--- config.mk ---
export PLATFORM = sky130hd
export DESIGN_NAME = pfb_rnd_axis_pack
export DESIGN_NICKNAME = d
export VERILOG_FILES = /design/src/rtl/pfb_rnd_axis_pack.sv
export SDC_FILE = /design/constraint.sdc
export NUM_CORES = 1
export LEC_CHECK = 0
export ABC_CLOCK_PERIOD_IN_PS = 7050
export CORE_MARGIN = 5
export CORE_UTILIZATION = 45
export DETAILED_ROUTE_END_ITERATION = 12
export HOLD_SLACK_MARGIN = 0.06
export PLACE_DENSITY = 0.64
export SLEW_MARGIN = 20
export SYNTH_ARGS = -nofsm -noshare
export SYNTH_HDL_FRONTEND = slang
export SYNTH_SLANG_ARGS = --single-unit
export TNS_END_PERCENT = 20
--- constraint.sdc ---
create_clock -name clk -period 7.05 [get_ports clk]
set_clock_uncertainty 0.2 [all_clocks]
set_input_delay 1.41 -clock clk [delete_from_list [all_inputs] [get_ports clk]]
set_output_delay 1.41 -clock clk [all_outputs]
set_load 0.01 [all_outputs]
--- src/rtl/pfb_rnd_axis_pack.sv ---
// Output packer behind the PFB rounding stage.
// It delay-aligns valid and phase with the rounded I/Q data and buffers each
// sample in a first-word-fall-through FIFO. The FIFO feeds an AXI-Stream
// master toward the FFT. The pipeline is stalled through the registered `ce`
// before the FIFO can overflow.
module pfb_rnd_axis_pack #(
  parameter int PHASE_WIDTH     = 11,
  parameter int FIFO_ADDR_WIDTH = 4,
  parameter int PIPE_LAT        = 1
) (
  input  logic                   clk,
  input  logic                   sync_reset,
  input  logic [PHASE_WIDTH-1:0] nfft_m1,
  input  logic                   pfb_valid,
  input  logic [PHASE_WIDTH-1:0] pfb_phase,
  input  logic [15:0]            i_rnd,
  input  logic [15:0]            q_rnd,
  output logic                   ce,
  output logic [31:0]            m_axis_tdata,
  output logic                   m_axis_tvalid,
  input  logic                   m_axis_tready,
  output logic                   m_axis_tlast,
  output logic [PHASE_WIDTH-1:0] m_axis_tuser,
  output logic                   phase_err,
  output logic                   overflow
);

  localparam int DEPTH = 1 << FIFO_ADDR_WIDTH;
  // Occupancy ceiling that still leaves room for samples already in the pipe.
  localparam logic [FIFO_ADDR_WIDTH:0] CE_TH = (FIFO_ADDR_WIDTH+1)'(DEPTH - PIPE_LAT - 2);
  localparam logic [FIFO_ADDR_WIDTH:0] FULL_CNT = (FIFO_ADDR_WIDTH+1)'(DEPTH);

  typedef struct packed {
    logic [15:0]            i;
    logic [15:0]            q;
    logic [PHASE_WIDTH-1:0] ph;
    logic                   last;
  } entry_t;

  logic                                ce_r;
  logic [PIPE_LAT-1:0]                 vld_pipe;
  logic [PIPE_LAT-1:0][PHASE_WIDTH-1:0] ph_pipe;
  entry_t                              mem [DEPTH];
  logic [FIFO_ADDR_WIDTH-1:0]          wr_ptr, rd_ptr;
  logic [FIFO_ADDR_WIDTH:0]            count, count_nxt;
  logic [PHASE_WIDTH-1:0]              exp_ph;

  logic                   dly_vld, wr, rd, wr_acc, full, empty;
  logic [PHASE_WIDTH-1:0] dly_ph, ph_next;
  entry_t                 wr_ent, head;

  assign ce      = ce_r;
  assign dly_vld = vld_pipe[PIPE_LAT-1];
  assign dly_ph  = ph_pipe[PIPE_LAT-1];
  assign full    = (count == FULL_CNT);
  assign empty   = (count == '0);
  assign wr      = ce_r && dly_vld;
  assign rd      = !empty && m_axis_tready;
  // A read in the same cycle frees the slot a write into a full FIFO needs.
  assign wr_acc  = wr && (!full || rd);
  assign ph_next = (dly_ph == nfft_m1) ? '0 : dly_ph + 1'b1;
  assign wr_ent  = '{i: i_rnd, q: q_rnd, ph: dly_ph, last: (dly_ph == nfft_m1)};
  assign head    = mem[rd_ptr];

  // Next occupancy, including this cycle's accepted write and read.
  always_comb begin
    count_nxt = count;
    if (wr_acc) count_nxt = count_nxt + 1'b1;
    if (rd)     count_nxt = count_nxt - 1'b1;
  end

  // Outputs show the head entry. They are zero while the FIFO is empty, so the reset state is clean.
  always_comb begin
    m_axis_tvalid = !empty;
    m_axis_tdata  = '0;
    m_axis_tuser  = '0;
    m_axis_tlast  = 1'b0;
    if (!empty) begin
      m_axis_tdata = {head.i, head.q};
      m_axis_tuser = head.ph;
      m_axis_tlast = head.last;
    end
  end

  // Valid/phase delay line. It advances in lockstep with the ce-stalled rounding pipe.
  always_ff @(posedge clk) begin
    if (sync_reset) begin
      vld_pipe <= '0;
      ph_pipe  <= '0;
    end else if (ce_r) begin
      vld_pipe[0] <= pfb_valid;
      ph_pipe[0]  <= pfb_phase;
      for (int k = 1; k < PIPE_LAT; k++) begin
        vld_pipe[k] <= vld_pipe[k-1];
        ph_pipe[k]  <= ph_pipe[k-1];
      end
    end
  end

  // FIFO storage. Contents need no reset because outputs are masked by empty.
  always_ff @(posedge clk) begin
    if (wr_acc) mem[wr_ptr] <= wr_ent;
  end

  // FIFO pointers, occupancy, and the registered stall enable.
  always_ff @(posedge clk) begin
    if (sync_reset) begin
      wr_ptr <= '0;
      rd_ptr <= '0;
      count  <= '0;
      ce_r   <= 1'b0;
    end else begin
      if (wr_acc) wr_ptr <= wr_ptr + 1'b1;
      if (rd)     rd_ptr <= rd_ptr + 1'b1;
      count <= count_nxt;
      ce_r  <= (count_nxt <= CE_TH);
    end
  end

  // Sticky status: phase-sequence check and dropped-write detection.
  always_ff @(posedge clk) begin
    if (sync_reset) begin
      exp_ph    <= '0;
      phase_err <= 1'b0;
      overflow  <= 1'b0;
    end else begin
      if (wr) begin
        if (dly_ph != exp_ph) phase_err <= 1'b1;
        exp_ph <= ph_next;
      end
      if (wr && full && !rd) overflow <= 1'b1;
    end
  end

endmodule

; Word-level counts from Yosys, hierarchy flattened
; Memories as Yosys holds them, arrays and structs flattened. A register that Yosys moved wholly into a read port is not among the register bits.
; Cells that the tools add are included.
[word_totals]
mem_bits_rw = 704
ff_bits = 39
n_memories = 1
inputBits = 58
elab_cells = 40
out_inout_bits = 48
latchBits = 0
mem_bits_ro = 0
[mem_list]
columns = memory, depth, word_bits, rd, rd_clocked_by_memory_dff, write_ports, line_no
row1 = mem, 16, 44, 1, 1, 1, 43  ; entry_t mem [DEPTH];
[classes]
bitwise_logic = 0
shifts = 0
n_addsub = 5
muxes = 10
magnitude_cmp = 1
eq_ne = 3
reduce_logical = 11
n_mul = 0
div = 0
[op_table]
columns = cell, count
row1 = 2-to-1 mux 32 bit, 1
row2 = 2-to-1 mux 11 bit, 2
row3 = adder 11 x 1 -> 11 bit (second input constant), 1
row4 = == test 11 bit, 1
row5 = != test 11 bit, 1
row6 = 2-to-1 mux 5 bit, 2
row7 = adder 4 x 1 -> 4 bit (second input constant), 2
row8 = 2-to-1 mux 4 bit, 2
row9 = adder 5 x 1 -> 5 bit (second input constant), 1
row10 = == test 5 bit (second input constant), 1
row11 = <= comparator 5 x 4 -> 1 bit (second input constant), 1
row12 = logical AND 1 bit, 5
row13 = logical NOT 5 bit, 1
row14 = subtractor 5 x 1 -> 5 bit (second input constant), 1
row15 = logical NOT 1 bit, 3
row16 = 2-to-1 mux 1 bit, 3
row17 = AND reduction 2 bit, 1
row18 = logical OR 1 bit, 1

; Longest topological paths before layout
; Gate-level depths: netlist of the first run.
[depth]
word_depth = 9
depth_mapped = 10
mapped_depth_nobuf = 10

; Worst setup path before layout of the first run
; OpenSTA, ideal clock, no wires.
[synth_timing]
path_type = input-to-reg
startpoint = input port m_axis_tready
endpoint = memory mem[3][0] (netlist bit), enable pin
setup_slack_ns = 1.298
path_buffers = 0
t_required_ns = 6.350
arrival_ns = 5.053
setup_ns = 0.500
stages = 4
path_cell_list = nor2b_1 -> a21oi_2 -> nand2_1 -> nor3_1
[synth_between]
elab_chain_cells = 5
[synth_lines]
columns = item, line_no
row1 = from (decl), 21  ; input logic m_axis_tready,
row2 = logical AND 1 bit, 58  ; assign rd = !empty && m_axis_tready;
row3 = logical OR 1 bit, 60  ; assign wr_acc = wr && (!full || rd);
row4 = logical AND 1 bit, 60
row5 = 2-to-1 mux 1 bit, 102  ; if (wr_acc) mem[wr_ptr] <= wr_ent;
row6 = 2-to-1 mux 1 bit (not written as such), 102
row7 = to (decl), 43
; Every way passes these cells.

==> flow_summary_export.csv, run 1 <==
group,metric,value,unit
worst_hold_path,min-delay-start,"exp_ph[3]",
worst_setup_path,crit_chain,"buf_4 -> mux4_2 -> mux4_2 -> and2_1 -> clkdlybuf4s50_1",
route,firstDrtPassIters,5,
synthesis,synthTopCellsByCount,"edfxtp_1, mux4_2, and2_1",
flow_run,cap_violations,0,
global_route,grt_pass1_wl,91700,µm
clocking,cts-root-buf,"clkbuf_16",
clocking,cts-resized-gates,0,
timing,tightest_slew,1100,ps
worst_setup_path,r2r-start,"ce",
route,dr_total_vias,13255,
timing,slew_headroom,26.7,%
synthesis,yosysMostFrequentCell,"edfxtp_1",
clocking,cts_tree,"yes",
global_route,overflow,0,
worst_hold_path,hold_class,"flop to flop",
floorplan,io_pins,106,
floorplan,core,64100,µm²
global_route,grt_pass1_vias,14124,
clocking,clk_latency,600,ps
timing,setup_viol,0,
synthesis,synth_edf_count,704,
floorplan,die_area,69600,µm²
synthesis,synth_area,29000,µm²
power,ir_drop,0.229,mV
worst_setup_path,crit_arrival,3810,ps
synthesis,synth_seq_cells,747,
timing,grt_setup_unrepaired,"no",
clocking,htree_num_levels,3,
floorplan,die_w,264,µm
power,p_leak,10.4,nW
placement,hpwlAfterDp,32500,µm
route,via_per_inst,5.64,
run_status,outcome,"completed",
synthesis,ys_seq_area_share,75.9,%
synthesis,synthArstFlopShare,0,%
timing,layout_min_cycle_time,5420,ps
global_route,grt_start_max_net_pins,67,
worst_setup_path,crit_type,"flop to output pin",
floorplan,core.rowCount,93,
synthesis,avgSynthCellArea,22.3,µm²
worst_setup_path,critPathSlowestCell,"dfxtp_4",
worst_setup_path,crit_buf_inv,2,
clocking,clockBufferDepth,3,
timing,holdWs,263,ps
worst_setup_path,end_kind,"output pin",
synthesis,synth.net_count,1364,
synthesis,synthCells,1297,
floorplan,initial_core_util,45.2,%
synthesis,synth_top_cell_by_area,"edfxtp_1",
timing,timing.final.crit_share,76.8,%
clocking,path_clk_slew,60,ps
worst_setup_path,cp-start-kind,"flop",
clocking,holdBufCountCts,0,
placement,gp_congestion,0.733,
route,ant_nets,0,
synthesis,yosys_warnings,0,
layout,fin_nets,1506,
timing,hold_viol,0,
clocking,cts.sink_count,747,
worst_setup_path,cp_max_fo,66,
clocking,numCtsBuffers,73,
worst_setup_path,critPathTopFamily,"flip-flops",
worst_setup_path,cpMostUsedCell,"mux4_2",
worst_setup_path,critPathMaxStageDelay,1040,ps
timing,fin_tns_setup,0,ps
global_route,grt_usage,17.5,%
synthesis,synth.top_cell.area_share,72.9,%
route,finalWirelength,60800,µm
route,wire_per_inst,25.9,µm
layout,antenna_cells,0,
power,power_density,339,nW/µm²
synthesis,ys.flop_type,"edfxtp_1",
worst_setup_path,required,5440,ps
clocking,post-cts-setup-buffer-count,0,
placement,port_buffers,105,
layout,syn_to_final_growth,16.1,%
floorplan,die_y,264,µm
synthesis,ys_types,40,
timing,fmax,185,MHz
global_route,antenna_found_initial,1,
timing,slew_violations,0,
route,drt-initial-drc-count,1236,
synthesis,yosys-top-cells-area,"edfxtp_1, mux4_2, dfxtp_1, and2_1, xor2_1",
layout,drive_above_1_share,25.7,%
route,drc,0,
==> cells by family after synthesis <==
kind of cell	after synthesis	synth area share, %
muxes	233	17.5
and+or+nand+nor	162	2.88
adders and majority gates	9	0.389
buffers and inverters	80	1.48
AOI/OAI and AO/OA	25	0.557
xor gates and xnor gates	41	1.24
DFF	747	75.9
==> sequential cells by signal, summed over array words and instances (netlist names), named ones only <==
register / count
dly_ph: 11
wr_ptr: 4
dly_vld: 1
rd_ptr: 4
count: 5
exp_ph: 11
overflow: 1
mem: 704
ce: 1
phase_err: 1
==> final timing paths <==
kind | slack (ps) | end | depth (start not counted)
min reg2reg | 260 | exp_ph[3] | 2
min | 260 | exp_ph[3] | 2
max reg2reg | 2660 | mem[11][38] | 5
max | 1630 | m_axis_tuser[1] | 5
==> final cells by class <==
cell class              count  area, µm²
clock buffers              94       2020
clock inverters            38        419
fillers                  4870      30500
inverters                   5       18.8
multi-input cells         470       6660
flip-flops and latches    747      22000
well taps                 855       1070
repair buffers            142       1430
==> worst min-delay path: stages, from the launching register on <==
cell and delay (ps):
dfxtp_1 320, nand2_1 50, a21oi_1 50
==> metrics by stage <==
stage,std cells,power [W],instance area (µm²),util [%],worst slack (ps)
after floorplan,1297,0.00667,29000,-,1300
after global placement,2215,0.00758,31100,48.5,2050
after detailed placement,2217,0.00761,31200,48.6,2040
after CTS,2349,0.0115,33600,52.4,1420
after global routing,2351,0.0119,33600,52.5,1440
final,2351,0.0114,33600,52.5,1630
==> metal layers <==
layer	wire length [µm]	global-route usage [%]	vias to the layer above
li1	-	-	5680
met1	26400	25.1	7168
met2	30600	29.0	342
met3	2960	2.57	65
met4	876	4.14	0
met5	0	0	-
==> cells in the final DEF (no fill, tap or decap), types with 4 or more instances in the layout <==
master	count
buf_12	5
ha_1	9
nor2_4	12
xor2_1	30
xnor2_1	11
inv_1	5
nand2_1	26
mux4_2	220
clkinv_1	14
clkinv_2	8
edfxtp_1	704
a21oi_1	14
buf_4	30
clkinvlp_4	4
clkbuf_16	77
bufinv_16	9
and2_1	46
nor4_1	4
nor3_1	6
nor2_1	28
clkbuf_1	14
nand4_1	6
nor3_2	4
nand3_1	16
dfxtp_1	39
mux2i_1	13
clkdlybuf4s50_1	105
==> power by group <==
group | total (W) | internal [W] | switching, W | leakage, nW
sequential | 0.00521 | 0.00498 | 0.000227 | 6.74
clock | 0.00394 | 0.00236 | 0.00159 | 1.18
combinational | 0.00226 | 0.00126 | 0.00101 | 2.47
total | 0.0114 | 0.00859 | 0.00282 | 10.4
Power figures use the tool's default switching activity.
==> run 2, diff against run 1 <==
--- a/config.mk
+++ b/config.mk
@@ -5,12 +5,12 @@
 export SDC_FILE = /design/constraint.sdc
 export NUM_CORES = 1
 export LEC_CHECK = 0
-export ABC_CLOCK_PERIOD_IN_PS = 7050
+export ABC_CLOCK_PERIOD_IN_PS = 4900
 export CORE_MARGIN = 5
 export CORE_UTILIZATION = 45
 export DETAILED_ROUTE_END_ITERATION = 12
 export HOLD_SLACK_MARGIN = 0.06
-export PLACE_DENSITY = 0.64
+export PLACE_DENSITY = 0.66
 export SLEW_MARGIN = 20
 export SYNTH_ARGS = -nofsm -noshare
 export SYNTH_HDL_FRONTEND = slang
==> constraint.sdc (replaced) <==
create_clock -name clk -period 4.9 [get_ports clk]
set_clock_uncertainty 0.2 [all_clocks]
set_input_delay 0.98 -clock clk [delete_from_list [all_inputs] [get_ports clk]]
set_output_delay 0.98 -clock clk [all_outputs]
set_load 0.01 [all_outputs]
==> run 2 against run 1 <==
  * Worst setup slack worse by 1200 ps
  * Utilization rose by 0.30 points
  * Combinational power increased by 51%
  * Non-clock buffer count up 6
  * Sequential share of layout area shrank 0.38 points
  * Largest cell class unchanged
  * Die area is the same
  * Critical path type unchanged
  * Critical endpoint unchanged
  * Sequential cell count is the same
  * Wire length shrank 1.6%
  * Global-route usage fell by 0.21 points
  * Critical path depth is the same
  * Power up 45%
  * Final area grew 0.58%
==> flow_summary_export.csv, run 2 (same netlist as run 1, synthesis figures left out) <==
group,metric,value,unit
layout,regArea,22000,µm²
layout,multi_input_area,6670,µm²
power,p_leak,10.5,nW
worst_setup_path,cp-start-kind,"flop",
placement,placed_area,31400,µm²
timing,hold_viol,0,
route,wire_per_inst,25.3,µm
route,firstDrtPassIters,5,
layout,layout_common_cells,"edfxtp_1, mux4_2, clkdlybuf4s50_1",
worst_setup_path,critPathSlowestCell,"dfxtp_4",
power,ir_drop,0.328,mV
placement,hpwlAfterDp,33300,µm
timing,slew_headroom,37.5,%
global_route,grt_start_max_net_pins,61,
clocking,clk_latency,610,ps
run_status,outcome,"completed",
layout,syn_to_final_growth,16.7,%
timing,grt_setup_unrepaired,"no",
clocking,post-cts-setup-buffer-count,0,
layout,drive_above_1_share,26.3,%
timing,slew_violations,0,
clocking,cts.sink_count,747,
clocking,holdBufCountCts,0,
worst_setup_path,critPathMaxStageDelay,630,ps
layout,final_common_cell,"edfxtp_1",
layout,final_cells,2364,
global_route,grt_pass1_wl,91600,µm
layout,top_register,"mem",
global_route,grt_usage,17.3,%
global_route,antenna_found_initial,3,
worst_setup_path,cpMostUsedCell,"mux4_2",
placement,pre_cts_ws,816,ps
clocking,cts-resized-gates,0,
route,via_per_inst,5.64,
worst_setup_path,crit_chain,"buf_12 -> mux4_2 -> mux4_2 -> and2_1 -> clkdlybuf4s50_1",
route,finalWirelength,59900,µm
layout,stdcell_area,33800,µm²
floorplan,core.rowCount,93,
worst_setup_path,crit_type,"flop to output pin",
timing,setup_ws,465,ps
route,ant_nets,0,
placement,gp_congestion,0.749,
clocking,htree_num_levels,3,
layout,fin_nets,1514,
route,drc,0,
timing,fmax,225,MHz
timing,holdWs,263,ps
global_route,grt_pass1_vias,14280,
clocking,cts_tree,"yes",
route,dr_total_vias,13327,
clocking,cts-root-buf,"clkbuf_16",
timing,timing.final.crit_share,90.5,%
floorplan,initial_core_util,45.2,%
clocking,numCtsBuffers,75,
clocking,clockBufferDepth,3,
timing,setup_viol,0,
layout,largest_reg_flops,704,
floorplan,die_w,264,µm
global_route,overflow,0,
worst_setup_path,crit_arrival,3250,ps
floorplan,die_y,264,µm
floorplan,io_pins,106,
placement,port_buffers,105,
placement,dp_cells,2225,
worst_setup_path,required,3720,ps
floorplan,die_area,69600,µm²
layout,fin_util,52.8,%
layout,fillerInstances,4849,
power,power_density,488,nW/µm²
floorplan,core,64100,µm²
timing,layout_min_cycle_time,4430,ps
flow_run,cap_violations,0,
clocking,path_clk_slew,60,ps
route,drt-initial-drc-count,1162,
worst_setup_path,end_kind,"output pin",
worst_setup_path,cp_max_fo,60,
worst_hold_path,hold_class,"flop to flop",
timing,tightest_slew,937,ps
-- run 2: changes by cell type in the layout (fill, tap and decap cells not counted), moves of 2 or more --
cell	previous run	this run
inv_6	2	5
clkinv_1	14	11
buf_16	2	0
buf_12	5	17
clkinvlp_4	4	2
clkinv_2	8	13
buf_4	30	26
diode_2	0	3
clkinv_8	0	2
-- run 2: path summary, 6_finish.rpt --
check / start / end / depth (start not counted) / slack [ps]
worst max-delay path: flop / m_axis_tuser[1] / 5 / 470
worst min-delay path: exp_ph[9] / exp_ph[9] / 2 / 260
worst max register to register: ce / ce / 9 / 1540
worst min register to register: exp_ph[9] / exp_ph[9] / 2 / 260
-- run 2: per-layer routing --
| layer | part of all wire [%] | vias up | wire (µm) | track usage, % |
|---|---|---|---|---|
| met4 | 1.8 | 0 | 1090 | 4.56 |
| met5 | 0 | - | 0 | 0 |
| met2 | 50 | 408 | 30100 | 28.2 |
| met1 | 42 | 7134 | 25300 | 24.7 |
| li1 | - | 5707 | - | - |
| met3 | 5.6 | 78 | 3380 | 3.06 |
-- run 2: power breakdown --
part	leakage (nW)	total, W	switching, W	internal, W
Sequential	6.74	0.00740	0.000230	0.00717
Clock	1.21	0.00570	0.00234	0.00336
Combinational	2.52	0.00341	0.00159	0.00182
Total	10.5	0.0165	0.00416	0.0123
-- run 2: metrics by stage --
step	TNS [ps]	power (W)
3_3_place_gp	0	0.0110
4_1_cts	0	0.0167
5_1_grt	0	0.0172
3_5_place_dp	0	0.0110
6_report	0	0.0165
2_1_floorplan	-50640	0.00960
-- run 2: area by class of cell --
type                    count  area share, %
diodes                      3         0.0222
clock buffers              95           5.98
clock inverters            41           1.29
inverters                   5         0.0555
multi-input cells         470           19.7
flip-flops and latches    747           65.1
well taps                 855           3.16
repair buffers            148           4.69
-- run 2: critical path: cells and delay by family (launching register included) --
family                 cells  cell delay, ps
multiplexers               2             840
buffers and inverters      2             890
AND/OR/NAND/NOR            1             240
flip-flops                 1             630
